[src/rtl/cpu_pkg.sv]
// cpu_pkg: shared CPU widths, the NOP encoding and the next-PC select encoding.
package cpu_pkg;
  localparam int DEF_ADDR_W = 4;
  localparam int DEF_DATA_W = 32;
  localparam logic [31:0] NOP_INSTR = 32'h0;
  typedef enum logic [1:0] {SEL_SEQ, SEL_HOLD, SEL_BRANCH, SEL_JUMP} pc_sel_e;
endpackage

[src/rtl/instruction_fetch_if.sv]
// instruction_fetch_if: fetch-stage bus (decode-stage control, memory port, IF/ID outputs).
// master = fetch unit (drives instruction_addr, ifid_*, pc_wrap); slave = pipeline/memory side.
interface instruction_fetch_if import cpu_pkg::*; #(
  parameter int ADDR_W = DEF_ADDR_W,
  parameter int DATA_W = DEF_DATA_W
);
  logic              stall;
  logic              flush;
  logic              branch_taken;
  logic [15:0]       branch_offset;
  logic              jump;
  logic [25:0]       jump_target;
  logic [ADDR_W-1:0] instruction_addr;
  logic [DATA_W-1:0] instruction;
  logic [DATA_W-1:0] ifid_instruction;
  logic [ADDR_W-1:0] ifid_pc_plus1;
  logic              ifid_valid;
  logic              pc_wrap;
  modport master (
    input  stall, flush, branch_taken, branch_offset, jump, jump_target, instruction,
    output instruction_addr, ifid_instruction, ifid_pc_plus1, ifid_valid, pc_wrap
  );
  modport slave (
    output stall, flush, branch_taken, branch_offset, jump, jump_target, instruction,
    input  instruction_addr, ifid_instruction, ifid_pc_plus1, ifid_valid, pc_wrap
  );
endinterface

[src/rtl/pc_reg.sv]
// pc_reg: program counter with prioritised next-PC mux and sequential-wrap pulse.
// In: clk, rst (async active-low), jump_i/branch_i (already qualified), stall_i, targets.
// Out: pc_o (registered PC), pc_wrap_o (registered pulse after a sequential max->0 step).
module pc_reg import cpu_pkg::*; #(
  parameter int ADDR_W = DEF_ADDR_W,
  parameter int unsigned RESET_PC = 0
) (
  input  logic              clk,
  input  logic              rst,
  input  logic              stall_i,
  input  logic              jump_i,
  input  logic              branch_i,
  input  logic [ADDR_W-1:0] jump_target_i,
  input  logic [ADDR_W-1:0] branch_base_i,
  input  logic [ADDR_W-1:0] branch_offset_i,
  output logic [ADDR_W-1:0] pc_o,
  output logic              pc_wrap_o
);
  pc_sel_e           sel;
  logic [ADDR_W-1:0] pc_q, pc_d;
  logic              wrap_q, wrap_d;
  always_comb begin
    sel = jump_i ? SEL_JUMP : branch_i ? SEL_BRANCH : stall_i ? SEL_HOLD : SEL_SEQ;
    pc_d = sel == SEL_JUMP   ? jump_target_i :
           sel == SEL_BRANCH ? branch_base_i + branch_offset_i :
           sel == SEL_HOLD   ? pc_q : pc_q + 1'b1;
    // only a sequential step off the top counts as a wrap; redirects to 0 do not
    wrap_d = sel == SEL_SEQ && &pc_q;
  end
  always_ff @(posedge clk or negedge rst)
    if (!rst) begin
      pc_q   <= ADDR_W'(RESET_PC);
      wrap_q <= 1'b0;
    end else begin
      pc_q   <= pc_d;
      wrap_q <= wrap_d;
    end
  assign pc_o      = pc_q;
  assign pc_wrap_o = wrap_q;
endmodule

[src/rtl/instruction_fetch.sv]
// instruction_fetch: PC + IF/ID pipeline register for a single-issue fetch stage.
// In: clk, rst (async active-low), bus (master modport: decode control, memory read data).
// Out (via bus): instruction_addr (PC), ifid_instruction/ifid_pc_plus1/ifid_valid, pc_wrap.
module instruction_fetch import cpu_pkg::*; #(
  parameter int ADDR_W = DEF_ADDR_W,
  parameter int DATA_W = DEF_DATA_W,
  parameter int unsigned RESET_PC = 0
) (
  input logic clk,
  input logic rst,
  instruction_fetch_if.master bus
);
  logic [ADDR_W-1:0] pc, pc_plus1;
  logic [DATA_W-1:0] ifid_instr_q, ifid_instr_d;
  logic [ADDR_W-1:0] ifid_pc1_q, ifid_pc1_d;
  logic              ifid_valid_q, ifid_valid_d;
  logic              jump_en, branch_en, redirect;
  logic              unused_hi;
  // decode-stage redirects only count when decode holds a real instruction
  assign jump_en   = bus.jump & ifid_valid_q;
  assign branch_en = bus.branch_taken & ifid_valid_q;
  assign redirect  = jump_en | branch_en;
  assign pc_plus1  = pc + 1'b1;
  assign unused_hi = ^{bus.jump_target[25:ADDR_W], bus.branch_offset[15:ADDR_W]};
  pc_reg #(.ADDR_W(ADDR_W), .RESET_PC(RESET_PC)) u_pc (
    .clk,
    .rst,
    .stall_i        (bus.stall),
    .jump_i         (jump_en),
    .branch_i       (branch_en),
    .jump_target_i  (bus.jump_target[ADDR_W-1:0]),
    .branch_base_i  (ifid_pc1_q),
    .branch_offset_i(bus.branch_offset[ADDR_W-1:0]),
    .pc_o           (pc),
    .pc_wrap_o      (bus.pc_wrap)
  );
  // redirect beats flush beats stall; a redirect overrides stall entirely
  always_comb begin
    ifid_instr_d = redirect | bus.flush ? DATA_W'(NOP_INSTR) : bus.stall ? ifid_instr_q : bus.instruction;
    ifid_pc1_d   = redirect ? '0 : bus.stall ? ifid_pc1_q : pc_plus1;
    ifid_valid_d = redirect | bus.flush ? 1'b0 : bus.stall ? ifid_valid_q : 1'b1;
  end
  always_ff @(posedge clk or negedge rst)
    if (!rst) begin
      ifid_instr_q <= '0;
      ifid_pc1_q   <= '0;
      ifid_valid_q <= 1'b0;
    end else begin
      ifid_instr_q <= ifid_instr_d;
      ifid_pc1_q   <= ifid_pc1_d;
      ifid_valid_q <= ifid_valid_d;
    end
  assign bus.instruction_addr = pc;
  assign bus.ifid_instruction = ifid_instr_q;
  assign bus.ifid_pc_plus1    = ifid_pc1_q;
  assign bus.ifid_valid       = ifid_valid_q;
endmodule

[src/flat_wrapper.sv]
// flat-port wrapper written by rule: the top's interface ports become plain ports
module instruction_fetch_flat import cpu_pkg::*;
#(
  parameter int ADDR_W = DEF_ADDR_W,
  parameter int DATA_W = DEF_DATA_W,
  parameter int unsigned RESET_PC = 0
)
  (clk, rst, bus_stall, bus_flush, bus_branch_taken, bus_branch_offset, bus_jump, bus_jump_target, bus_instruction, bus_instruction_addr, bus_ifid_instruction, bus_ifid_pc_plus1, bus_ifid_valid, bus_pc_wrap);
  instruction_fetch_if #(.ADDR_W(ADDR_W), .DATA_W(DATA_W)) bus_i ();
  input logic clk;
  input logic rst;
  input wire logic [$bits(bus_i.stall)-1:0] bus_stall;
  input wire logic [$bits(bus_i.flush)-1:0] bus_flush;
  input wire logic [$bits(bus_i.branch_taken)-1:0] bus_branch_taken;
  input wire logic [$bits(bus_i.branch_offset)-1:0] bus_branch_offset;
  input wire logic [$bits(bus_i.jump)-1:0] bus_jump;
  input wire logic [$bits(bus_i.jump_target)-1:0] bus_jump_target;
  input wire logic [$bits(bus_i.instruction)-1:0] bus_instruction;
  output wire logic [$bits(bus_i.instruction_addr)-1:0] bus_instruction_addr;
  output wire logic [$bits(bus_i.ifid_instruction)-1:0] bus_ifid_instruction;
  output wire logic [$bits(bus_i.ifid_pc_plus1)-1:0] bus_ifid_pc_plus1;
  output wire logic [$bits(bus_i.ifid_valid)-1:0] bus_ifid_valid;
  output wire logic [$bits(bus_i.pc_wrap)-1:0] bus_pc_wrap;
  assign bus_i.stall = bus_stall;
  assign bus_i.flush = bus_flush;
  assign bus_i.branch_taken = bus_branch_taken;
  assign bus_i.branch_offset = bus_branch_offset;
  assign bus_i.jump = bus_jump;
  assign bus_i.jump_target = bus_jump_target;
  assign bus_i.instruction = bus_instruction;
  assign bus_instruction_addr = bus_i.instruction_addr;
  assign bus_ifid_instruction = bus_i.ifid_instruction;
  assign bus_ifid_pc_plus1 = bus_i.ifid_pc_plus1;
  assign bus_ifid_valid = bus_i.ifid_valid;
  assign bus_pc_wrap = bus_i.pc_wrap;
  instruction_fetch #(.ADDR_W(ADDR_W), .DATA_W(DATA_W), .RESET_PC(RESET_PC)) u_core (.clk(clk), .rst(rst), .bus(bus_i));
endmodule
[config.mk]
export PLATFORM = sky130hd
export DESIGN_NAME = instruction_fetch_flat
export DESIGN_NICKNAME = d
export VERILOG_FILES = /design/src/rtl/cpu_pkg.sv /design/src/rtl/instruction_fetch_if.sv /design/src/rtl/pc_reg.sv /design/src/rtl/instruction_fetch.sv /design/src/flat_wrapper.sv
export SDC_FILE = /design/constraint.sdc
export NUM_CORES = 1
export LEC_CHECK = 0
export ABC_AREA = 0
export CAP_MARGIN = 15
export CORE_UTILIZATION = 25
export DETAILED_ROUTE_END_ITERATION = 10
export PLACE_DENSITY = 0.64
export SLEW_MARGIN = 20
export SYNTH_ARGS = -nofsm -noshare
export SYNTH_HDL_FRONTEND = slang
export SYNTH_SLANG_ARGS = --single-unit
[constraint.sdc]
create_clock -name clk -period 1.9 [get_ports clk]
set_input_delay 0.38 -clock clk [delete_from_list [all_inputs] [get_ports clk]]
set_output_delay 0.38 -clock clk [all_outputs]
set_load 0.02 [all_outputs]
=== After elaboration in Yosys (flattened, before gate mapping) ===
Cells that the tools add are included.
Widths: inputs -> output; s select.

* Register bits: 42
* Bits in latches: 0
* Memory bits (writable): 0
* Bits in read-only memories: 0
* Output and inout port bits: 42
* Logic and storage cells: 32
* Memories kept: 0

* $add $sub $neg: 2
* Multiply operators: 0
* Divide/modulo/power cells: 0
* $lt $le $gt $ge: 0
* Equality and inequality tests: 6
* Shift-type cells: 0
* Multiplexer cells: 12
* Bitwise operators: 4
* Reduce and logical (&&, ||, !) cells: 3

{| class="wikitable"
|+ Operator list
! cell !! number
|-
| $mux 32 || 2
|-
| $mux 4 || 5
|-
| $add 4x1->4 const B || 1
|-
| $add 4x4->4 || 1
|-
| $eq 2x2->1 const B || 2
|-
| $mux 2 || 2
|-
| $ne 2x1->1 const B || 2
|-
| $reduce_and 4->1 || 1
|-
| $mux 1 || 3
|-
| $ne 3x3->1 const B || 1
|-
| $and 1x1->1 || 2
|-
| $eq 2x1->1 const B || 1
|-
| $logic_not 2->1 || 1
|-
| $or 1x1->1 || 2
|-
| $logic_and 1x1->1 || 1
|}

=== Logic depth before layout (Yosys ltp) ===
Gate-level depths: netlist of the first run.

* Depth in word-level cells: 7
* Depth in mapped cells: 7
* Mapped depth without buffers: 7

=== Modules after synthesis ===
Synthesis of the first run repeated with hierarchy kept, for this count alone.

* Cells, all modules: 177
* Area total of the unflattened synthesis: 1986.9 µm²

{| class="wikitable"
|+ Modules (own cells, without submodules)
! module !! times used !! cells an instance !! area each (µm²) !! seq. area each (µm²)
|-
| instruction_fetch || 1 || 131 || 1585.3 || 925.9
|-
| pc_reg || 1 || 46 || 401.6 || 125.1
|}

=== Worst setup path after synthesis of the first run ===
Ideal clock, no wire load.

* Kind: register to register
* From: reg u_core.ifid_pc1_q[0], in the netlist u_core.bus.ifid_pc_plus1[0]
* To: reg u_core.u_pc.pc_q[2], in the netlist u_core.u_pc.pc_o[2]
* Library setup time: 0.127 ns
* Arrival: 1.491 ns
* Required time: 1.773 ns
* Setup slack: 0.282 ns
* Stages on the path, launching flop included: 8
* Path buffers: 0
* Period minus slack after synthesis: 1.618 ns
* Path through: dfrtp_1 ha_1 inv_1 fa_1 xnor2_1 a22o_2 nand2_1 o21ai_0

* Word-level cells in the longest chain between the ends: 3

{| class="wikitable"
|+ Ends and longest elaborated chain
! what !! line !! source
|-
| start: declaration || instruction_fetch.sv:15 || <nowiki>logic [ADDR_W-1:0] ifid_pc1_q, ifid_pc1_d;</nowiki>
|-
| start signal: assignment || instruction_fetch.sv:50 || <nowiki>ifid_pc1_q <= ifid_pc1_d;</nowiki>
|-
| $add 4x4->4 || pc_reg.sv:25 || <nowiki>sel == SEL_BRANCH ? branch_base_i + branch_offset_i :</nowiki>
|-
| $mux 4 || pc_reg.sv:25 ||
|-
| $mux 4 || pc_reg.sv:24 || <nowiki>pc_d = sel == SEL_JUMP ? jump_target_i :</nowiki>
|-
| end signal: assignment || pc_reg.sv:32 || <nowiki>pc_q <= ADDR_W'(RESET_PC);</nowiki>
|-
| end signal: assignment || pc_reg.sv:35 || <nowiki>pc_q <= pc_d;</nowiki>
|-
| end: declaration || pc_reg.sv:20 || <nowiki>logic [ADDR_W-1:0] pc_q, pc_d;</nowiki>
|}

Every way passes these cells.
A chain may end at the register's enable or synchronous reset.

=== Worst setup path after layout of the first run ===
* From: in bus_branch_offset[0]
* To: reg u_core.u_pc.pc_q[2], in the netlist u_core.u_pc.pc_o[2]

* Word-level cells in the longest chain between the ends: 3

{| class="wikitable"
|+ Ends and longest elaborated chain
! what !! line !! source
|-
| start: declaration || flat_wrapper.sv:15 || <nowiki>input wire logic [$bits(bus_i.branch_offset)-1:0] bus_branch_offset;</nowiki>
|-
| $add 4x4->4 || pc_reg.sv:25 ||
|-
| $mux 4 || pc_reg.sv:25 ||
|-
| $mux 4 || pc_reg.sv:24 ||
|}

Every way passes these cells.

==> impl_metrics.csv, run 1 <==
group,metric,value,unit
cells_and_area,final_cell_mix,"86 x clkdlybuf4s50_1, 42 x dfrtp_1, 32 x a22o_1",
drt,drcViolationCount,0,
sta,rsz0062_at_grt,"false",
grt,grt_pass1_vias,1503,
grt,grt_use_total,12.7,%
cells_and_area,fill_cells,688,
synth,synth_top_cell_by_area,"dfrtp_1",
synth,synthTopCellsByArea,"dfrtp_1 58%, a22o_1 15%, buf_6 4.9%",
sta,skew,4.39,ps
grt,antenna_found_initial,0,
clock_tree,clkLatencyLatePin,280,ps
sta,finalSetupViolations,0,
power,p_leak,1.30,nW
synth,avgSynthCellArea,12.9,sq um
power,p_int,0.00184,W
flow_run,cap_violations,0,
worst_setup_path,worstPathRequired,2070,ps
floorplan,rows,30,
clock_tree,ctsHoldBuffers,0,
sta,slew_viol_final,0,
placement,portBuffers,87,
drt,wl,4.49,mm
worst_hold_path,hold_class,"primary input to asynchronous set/reset pin",
cells_and_area,layout_commonest_cell,"clkdlybuf4s50_1",
clock_tree,clock_sinks,42,
power,power_density,885,nW/um^2
placement,globalplace.congestion,0.757,
drt,ant_nets,0,
sta,hold_viol,0,
placement,hpwl,3.30,mm
cells_and_area,layout.nets,321,
synth,yosys_warnings,0,
worst_setup_path,start_kind,"primary input",
floorplan,placeableCoreArea,6910,sq um
worst_setup_path,r2r_cells,6,
sta,timing.slew.headroom,65.8,%
synth,netlist.area_leader.share,57.7,%
worst_setup_path,regToRegStartpoint,"u_core.bus.ifid_pc_plus1[1]",
synth,syn_area,1820,sq um
worst_setup_path,r2r-end,"u_core.u_pc.pc_o[3]",
placement,dp.cells,325,
sta,whs,57.4,ps
drt,drt-vias-per-instance,4.39,
clock_tree,cts_max_path_buffers,2,
drt,dr.pass1.iters,4,
clock_tree,htreeDepth,2,
floorplan,die_area,7630,sq um
synth,yosysSeqAreaShare,57.7,%
clock_tree,ctsResizeCount,0,
synth,ys_types,28,
floorplan,io_pins,122,
power,clockPowerShare,27.5,%
cells_and_area,drive_above_1_share,10.2,%
power,p_sw,0.000754,W
floorplan,die_y,87.3,um
worst_setup_path,ff2ff_setup_slack,300,ps
synth,ys_ff_latch,42,
grt,grt_max_degree,23,
grt,grt_pass1_wl,7.33,mm
cells_and_area,areaGrowthSynthToFinish,61.2,%
drt,vias,1459,
clock_tree,cts_root_buf,"clkbuf_8",
power,sw_frac_of_total,29.0,%
cells_and_area,n_antenna_cell,0,
clock_tree,cts_made_buffers,5,
synth,synthesis.nets,226,
floorplan,dieWidth,87.3,um
clock_tree,clkSlewWorstSetupHoldPaths,80,ps
run_status,status,"finished clean",
drt,initialDrtViolationCount,41,
worst_setup_path,crit_type,"primary input to register",
worst_setup_path,cp_max_fo,2,
worst_setup_path,arrival,1920,ps
drt,wire_per_inst,13.5,um
worst_setup_path,cp-end-kind,"register",
cells_and_area,final_cells,332,
sta,period_share,91.8,%
power,vdd_drop_max,0.295,mV
power,pwr-share-comb,31.1,%
power,seq_power_share,41.5,%
sta,tightest_slew,513,ps
synth,syn_inst,141,
clock_tree,post_cts_buffers,0,
sta,max_freq,0.573,GHz
sta,timing.final.crit_period,1740,ps
grt,grt.overflow.total,0,
clock_tree,cts_tree,"built",
floorplan,initial_core_util,26.4,%
-- metrics by stage --
stage	utilization (%)	setup WS, ps	TNS, ps	total power, W	cell area [sq um]
finish	42.5	155	0	0.00260	2930
global route	42.5	71.5	0	0.00275	2930
CTS	42.5	142	0	0.00264	2930
detailed placement	40.9	-149	-292	0.00191	2820
global placement	40.9	-141	-280	0.00190	2820
floorplan	-	282	0	0.00152	1820
-- cell type report --
| cell class | instances | area [sq um] | area share, % |
|---|---|---|---|
| clock buffer | 6 | 82.6 | 2.81 |
| clock inverter | 1 | 30.0 | 1.02 |
| inverter | 4 | 15.0 | 0.512 |
| multi-input combinational | 87 | 664 | 22.6 |
| sequential | 42 | 1050 | 35.8 |
| tap | 96 | 120 | 4.09 |
| timing repair buffer | 96 | 971 | 33.1 |
-- cells by family (layout without fill, tap and decap cells) --
| family | count (synthesis) | count (layout) | share of synthesized area [%] |
|---|---|---|---|
| AOI/OAI and AO/OA | 50 | 50 | 22.3 |
| xor gates and xnor gates | 5 | 5 | 2.41 |
| adders and majority gates | 5 | 5 | 3.85 |
| buffers and inverters | 12 | 107 | 5.77 |
| DFF | 42 | 42 | 57.7 |
| muxes | 1 | 1 | 0.550 |
| and+or+nand+nor | 26 | 26 | 7.35 |
-- registers in the layout, summed over array words and instances, names as in the netlist --
register                     count
u_core.bus.ifid_valid            1
u_core.bus.ifid_pc_plus1         4
u_core.u_pc.pc_wrap_o            1
u_core.u_pc.pc_o                 4
u_core.bus.ifid_instruction     32
-- power groups by stage --
stage | Clock [W] | Sequential [W] | Combinational [W]
after floorplan | 0 | 0.00121 | 0.000310
after global placement | 0 | 0.00110 | 0.000806
after detailed placement | 0 | 0.00110 | 0.000813
after CTS | 0.000743 | 0.00108 | 0.000817
after global routing | 0.000772 | 0.00109 | 0.000887
final | 0.000713 | 0.00108 | 0.000807
-- worst max-delay path, cell delays in order --
cell and delay, ps:
clkdlybuf4s50_1 450, ha_1 170, inv_1 60, fa_1 370, xnor2_1 140, a22o_2 210
nand2_1 70, o21ai_0 70
-- synth_stat cells --
master,instances
dfrtp_1,42
a22o_1,32
nand2_1,9
buf_6,8
nor2_1,8
a21oi_1,5
ha_1,4
inv_1,4
o21ai_0,4
xnor2_1,4
a21o_1,2
nand3_1,2
nor2b_1,2
a222oi_1,1
a22o_2,1
a22oi_1,1
a32oi_1,1
and2b_1,1
fa_1,1
mux2i_1,1
nand2_2,1
nor2_4,1
nor3_4,1
o21a_4,1
o21ai_2,1
o22ai_1,1
or2_2,1
xor2_1,1
-- per-layer routing --
layer / wire [um] / track usage [%]
met5: 0 / 0
met1: 2090 / 16.9
met4: 40 / 4.17
met3: 261 / 3.51
met2: 2100 / 19.9
-- how the worst max path moves through the flow --
stage	from	end	slack, ps	depth (start not counted)
after CTS	u_core.u_pc.pc_o[2]	bus_instruction_addr[2]	140	1
final	bus_branch_offset[0]	u_core.u_pc.pc_o[2]	160	8
after global routing	bus_branch_offset[1]	u_core.u_pc.pc_o[3]	70	7
after detailed placement	bus_branch_offset[0]	u_core.u_pc.pc_o[2]	-150	8
after global placement	bus_branch_offset[0]	u_core.u_pc.pc_o[2]	-140	8
after floorplan	u_core.bus.ifid_pc_plus1[0]	u_core.u_pc.pc_o[2]	280	7
Note: power is estimated with default switching activity, not from simulation.
==> run 2, diff against run 1 <==
--- a/config.mk
+++ b/config.mk
@@ -6,7 +6,7 @@
 export NUM_CORES = 1
 export LEC_CHECK = 0
 export ABC_AREA = 0
-export CAP_MARGIN = 15
+export CORE_MARGIN = 3
 export CORE_UTILIZATION = 25
 export DETAILED_ROUTE_END_ITERATION = 10
 export PLACE_DENSITY = 0.64
==> impl_metrics.csv, run 2 (synthesized netlist as in run 1, its figures left out) <==
group,metric,value,unit
grt,grt_pass1_vias,1492,
drt,initialDrtViolationCount,38,
grt,grt_max_degree,23,
power,p_sw,0.000738,W
placement,portBuffers,87,
floorplan,placeableCoreArea,6940,sq um
sta,period_share,92.9,%
worst_hold_path,hold_class,"primary input to asynchronous set/reset pin",
power,pwr-share-comb,33.6,%
placement,globalplace.congestion,0.762,
worst_setup_path,startpoint,"bus_branch_offset[0]",
worst_setup_path,start_kind,"primary input",
grt,antenna_found_initial,0,
worst_setup_path,crit_type,"primary input to register",
sta,setup_slack,135,ps
worst_setup_path,ff2ff_setup_slack,230,ps
sta,tightest_slew,522,ps
sta,timing.final.crit_period,1760,ps
drt,drt-vias-per-instance,4.37,
clock_tree,cts_root_buf,"clkbuf_8",
drt,vias,1456,
power,p_leak,1.28,nW
sta,skew,4.78,ps
power,sw_frac_of_total,30.6,%
drt,ant_nets,0,
worst_setup_path,r2r_cells,6,
power,power_density,831,nW/um^2
power,vdd_drop_max,0.306,mV
sta,max_freq,0.567,GHz
grt,grt.overflow.total,0,
placement,dp.cells,326,
clock_tree,clkSlewWorstSetupHoldPaths,70,ps
drt,drcViolationCount,0,
cells_and_area,largest_reg_flops,32,
cells_and_area,drive_above_1_share,9.70,%
floorplan,dieWidth,91.3,um
floorplan,io_pins,122,
worst_setup_path,cp_max_fo,2,
sta,slew_viol_final,0,
floorplan,initial_core_util,26.2,%
placement,hpwl,3.35,mm
worst_setup_path,worstPathRequired,2070,ps
worst_setup_path,cp-end-kind,"register",
power,clockPowerShare,21.9,%
power,seq_power_share,44.6,%
placement,dp_slack,-155,ps
cells_and_area,areaGrowthSynthToFinish,59.6,%
worst_setup_path,crit_path_end,"u_core.u_pc.pc_o[2]",
sta,whs,61.8,ps
drt,wire_per_inst,13.4,um
cells_and_area,n_antenna_cell,0,
worst_setup_path,arrival,1930,ps
cells_and_area,layout_commonest_cell,"clkdlybuf4s50_1",
grt,grt_use_total,11.0,%
clock_tree,post_cts_buffers,0,
clock_tree,clkLatencyLatePin,280,ps
cells_and_area,final_cells,333,
sta,fin_tns_setup,0,ps
floorplan,die_area,8340,sq um
clock_tree,htreeDepth,2,
cells_and_area,final_util,41.8,%
sta,rsz0062_at_grt,"false",
cells_and_area,fill_cells,680,
sta,timing.slew.headroom,65.2,%
clock_tree,ctsResizeCount,0,
clock_tree,cts_tree,"built",
worst_setup_path,regToRegStartpoint,"u_core.bus.ifid_pc_plus1[1]",
clock_tree,cts_max_path_buffers,2,
grt,grt_pass1_wl,7.36,mm
clock_tree,ctsHoldBuffers,0,
clock_tree,cts_made_buffers,5,
cells_and_area,layout.nets,322,
drt,wl,4.46,mm
power,p_int,0.00168,W
run_status,status,"finished clean",
cells_and_area,final_cell_mix,"86 x clkdlybuf4s50_1, 42 x dfrtp_1, 32 x a22o_1",
floorplan,die_y,91.3,um
sta,finalSetupViolations,0,
clock_tree,clock_sinks,42,
sta,hold_viol,0,
worst_setup_path,r2r-end,"u_core.u_pc.pc_o[3]",
floorplan,rows,30,
flow_run,cap_violations,0,
drt,dr.pass1.iters,4,
[run 2: cell types whose count changed in the layout (fill, tap and decap cells not counted)]
cell,before,now
buf_4,6,7
clkbuf_8,6,5
bufinv_16,1,0
clkbuf_1,0,2
[run 2: critical path, cell delays in order]
cell	delay (ps)
clkdlybuf4s50_1	460
ha_1	170
inv_1	60
fa_1	370
xnor2_1	140
a22o_2	210
nand2_1	70
o21ai_0	70
[run 2: layout make-up]
cell class / count / area [sq um] / share of cell area [%]
clock buffer: 7 / 76.3 / 2.63
inverter: 4 / 15.0 / 0.517
multi-input combinational: 87 / 664 / 22.9
sequential: 42 / 1050 / 36.2
tap: 96 / 120 / 4.13
timing repair buffer: 97 / 978 / 33.7
[run 2: worst min-delay path by stage]
stage,endpoint,slack [ps],depth (start not counted)
2_1_floorplan,u_core.bus.ifid_instruction[0],80,0
3_3_place_gp,u_core.bus.ifid_instruction[13],400,1
3_5_place_dp,u_core.bus.ifid_instruction[13],380,1
4_1_cts,u_core.bus.ifid_instruction[14],80,1
5_1_grt,u_core.bus.ifid_instruction[13],80,1
6_report,u_core.bus.ifid_instruction[13],60,1
[run 2: routing by layer]
| metal | GRT usage [%] | wire length, um |
|---|---|---|
| met1 | 15.0 | 2120 |
| met2 | 16.6 | 2000 |
| met3 | 3.81 | 297 |
| met4 | 2.64 | 33 |
| met5 | 0 | 0 |
[run 2: through the flow]
step	cell area, sq um	total power (W)
6_report	2910	0.00242
3_5_place_dp	2830	0.00191
2_1_floorplan	1820	0.00152
5_1_grt	2910	0.00257
3_3_place_gp	2830	0.00191
4_1_cts	2910	0.00246
[run 2: power groups by stage]
stage                     registers, W  clock network (W)  logic [W]
after floorplan                0.00121                  0   0.000310
after global placement         0.00109                  0   0.000811
after detailed placement       0.00109                  0   0.000815
after CTS                      0.00108           0.000563   0.000821
after global routing           0.00110           0.000590   0.000883
final                          0.00108           0.000528   0.000811
==> run 3, diff against run 2 <==
==> constraint.sdc (replaced) <==
create_clock -name clk -period 1.9 [get_ports clk]
set_input_delay 0.19 -clock clk [delete_from_list [all_inputs] [get_ports clk]]
set_output_delay 0.19 -clock clk [all_outputs]
set_load 0.02 [all_outputs]
==> impl_metrics.csv, run 3 (synthesized netlist as in run 1, its figures left out) <==
group,metric,value,unit
sta,timing.slew.headroom,70.2,%
floorplan,placeableCoreArea,6940,sq um
drt,ant_nets,0,
sta,skew,13.8,ps
drt,wire_per_inst,13.7,um
grt,antenna_found_initial,0,
worst_setup_path,cp-end-kind,"output pin",
floorplan,io_pins,122,
worst_setup_path,arrival,1470,ps
cells_and_area,areaGrowthSynthToFinish,60.1,%
sta,timing.final.crit_period,1660,ps
worst_setup_path,r2r_cells,6,
drt,dr.pass1.iters,4,
sta,rsz0062_at_grt,"false",
floorplan,dieWidth,91.3,um
sta,period_share,87.4,%
clock_tree,clkSlewWorstSetupHoldPaths,80,ps
sta,finalSetupViolations,0,
worst_setup_path,crit_cells,1,
flow_run,cap_violations,0,
floorplan,initial_core_util,26.2,%
power,p_leak,1.28,nW
worst_setup_path,start_kind,"register",
placement,portBuffers,87,
worst_setup_path,path_buf_inv,1,
grt,grt_max_degree,24,
worst_hold_path,hold_class,"primary input to asynchronous set/reset pin",
power,power_density,886,nW/um^2
clock_tree,cts_tree,"built",
drt,drcViolationCount,0,
sta,fin_tns_setup,0,ps
drt,drt-vias-per-instance,4.38,
worst_setup_path,cpMaxStageDelayCell,"clkdlybuf4s50_1",
sta,hold_viol,0,
sta,max_freq,0.602,GHz
drt,vias,1455,
cells_and_area,drive_above_1_share,9.32,%
drt,initialDrtViolationCount,64,
clock_tree,post_cts_buffers,0,
power,finalPower,0.00258,W
clock_tree,cts_made_buffers,5,
worst_setup_path,crit_chain,"clkdlybuf4s50_1",
grt,grt_use_total,11.2,%
clock_tree,clkLatencyLatePin,290,ps
worst_setup_path,slowest_delay,670,ps
grt,grt.overflow.total,0,
clock_tree,cts_max_path_buffers,2,
cells_and_area,final_cell_mix,"86 x clkdlybuf4s50_1, 42 x dfrtp_1, 32 x a22o_1",
placement,placed_area,2790,sq um
sta,setup_slack,239,ps
clock_tree,clock_sinks,42,
worst_setup_path,worstPathRequired,1710,ps
sta,tightest_slew,447,ps
floorplan,die_y,91.3,um
run_status,status,"finished clean",
cells_and_area,layout_commonest_cell,"clkdlybuf4s50_1",
cells_and_area,layout.nets,320,
grt,grt_pass1_vias,1500,
cells_and_area,n_antenna_cell,0,
worst_setup_path,path_delay_family,"buffers and inverters",
cells_and_area,largest_reg_flops,32,
placement,dp_slack,50.1,ps
power,vdd_drop_max,0.280,mV
drt,wl,4.56,mm
grt,grt_pass1_wl,7.46,mm
cells_and_area,final_cell_area,2910,sq um
sta,whs,395,ps
clock_tree,cts_root_buf,"clkbuf_8",
worst_setup_path,crit_type,"register to output pin",
clock_tree,htreeDepth,2,
placement,globalplace.congestion,0.736,
floorplan,rows,30,
floorplan,die_area,8340,sq um
worst_setup_path,cp_max_fo,8,
sta,slew_viol_final,0,
placement,hpwl,3.36,mm
==> run 3: worst paths after layout <==
path / start / end / slack (ps)
setup / recovery: u_core.bus.ifid_valid / bus_ifid_valid / 240
setup reg to reg: u_core.bus.ifid_pc_plus1[1] / u_core.u_pc.pc_o[3] / 280
max in group asynchronous: rst / u_core.bus.ifid_instruction[29] / 810
hold / removal: rst / u_core.bus.ifid_instruction[14] / 390
hold reg to reg: u_core.bus.ifid_instruction[0] / u_core.bus.ifid_instruction[0] / 510
min in group clk: bus_instruction[5] / u_core.bus.ifid_instruction[5] / 490
==> run 3: what timing repair did <==
action	in CTS	in global routing
endpoints found under the setup margin	0	0
hold buffers	1	0
endpoints found under the hold margin	19	0
resized for setup	0	0
==> run 3: layer usage <==
layer  vias to the layer above  share of wire, %  GRT usage [%]
li1                        701                 -              -
met4                         0               1.2           3.02
met3                         5               6.7           3.81
met2                        54                47           17.4
met5                         -                 0              0
met1                       695                45           15.0
==> run 3: cell type report <==
class | instances | area (sq um)
fillers | 688 | 4030
flip-flops and latches | 42 | 1050
repair buffers | 95 | 953
multi-input cells | 87 | 664
well taps | 96 | 120
clock buffers | 6 | 72.6
clock inverters | 2 | 37.5
inverters | 4 | 15.0
==> run 3: stage by stage <==
| stage | utilization (%) | instances |
|---|---|---|
| after floorplan | - | 141 |
| after global placement | 40.2 | 323 |
| after detailed placement | 40.2 | 323 |
| after CTS | 42.0 | 332 |
| after global routing | 42.0 | 332 |
| final | 42.0 | 332 |
==> run 3: where the power goes <==
part | internal [W] | leakage, nW | switching, W
clock | 0.000392 | 0.0514 | 0.000309
sequential | 0.000990 | 0.557 | 0.0000904
combinational | 0.000427 | 0.670 | 0.000372
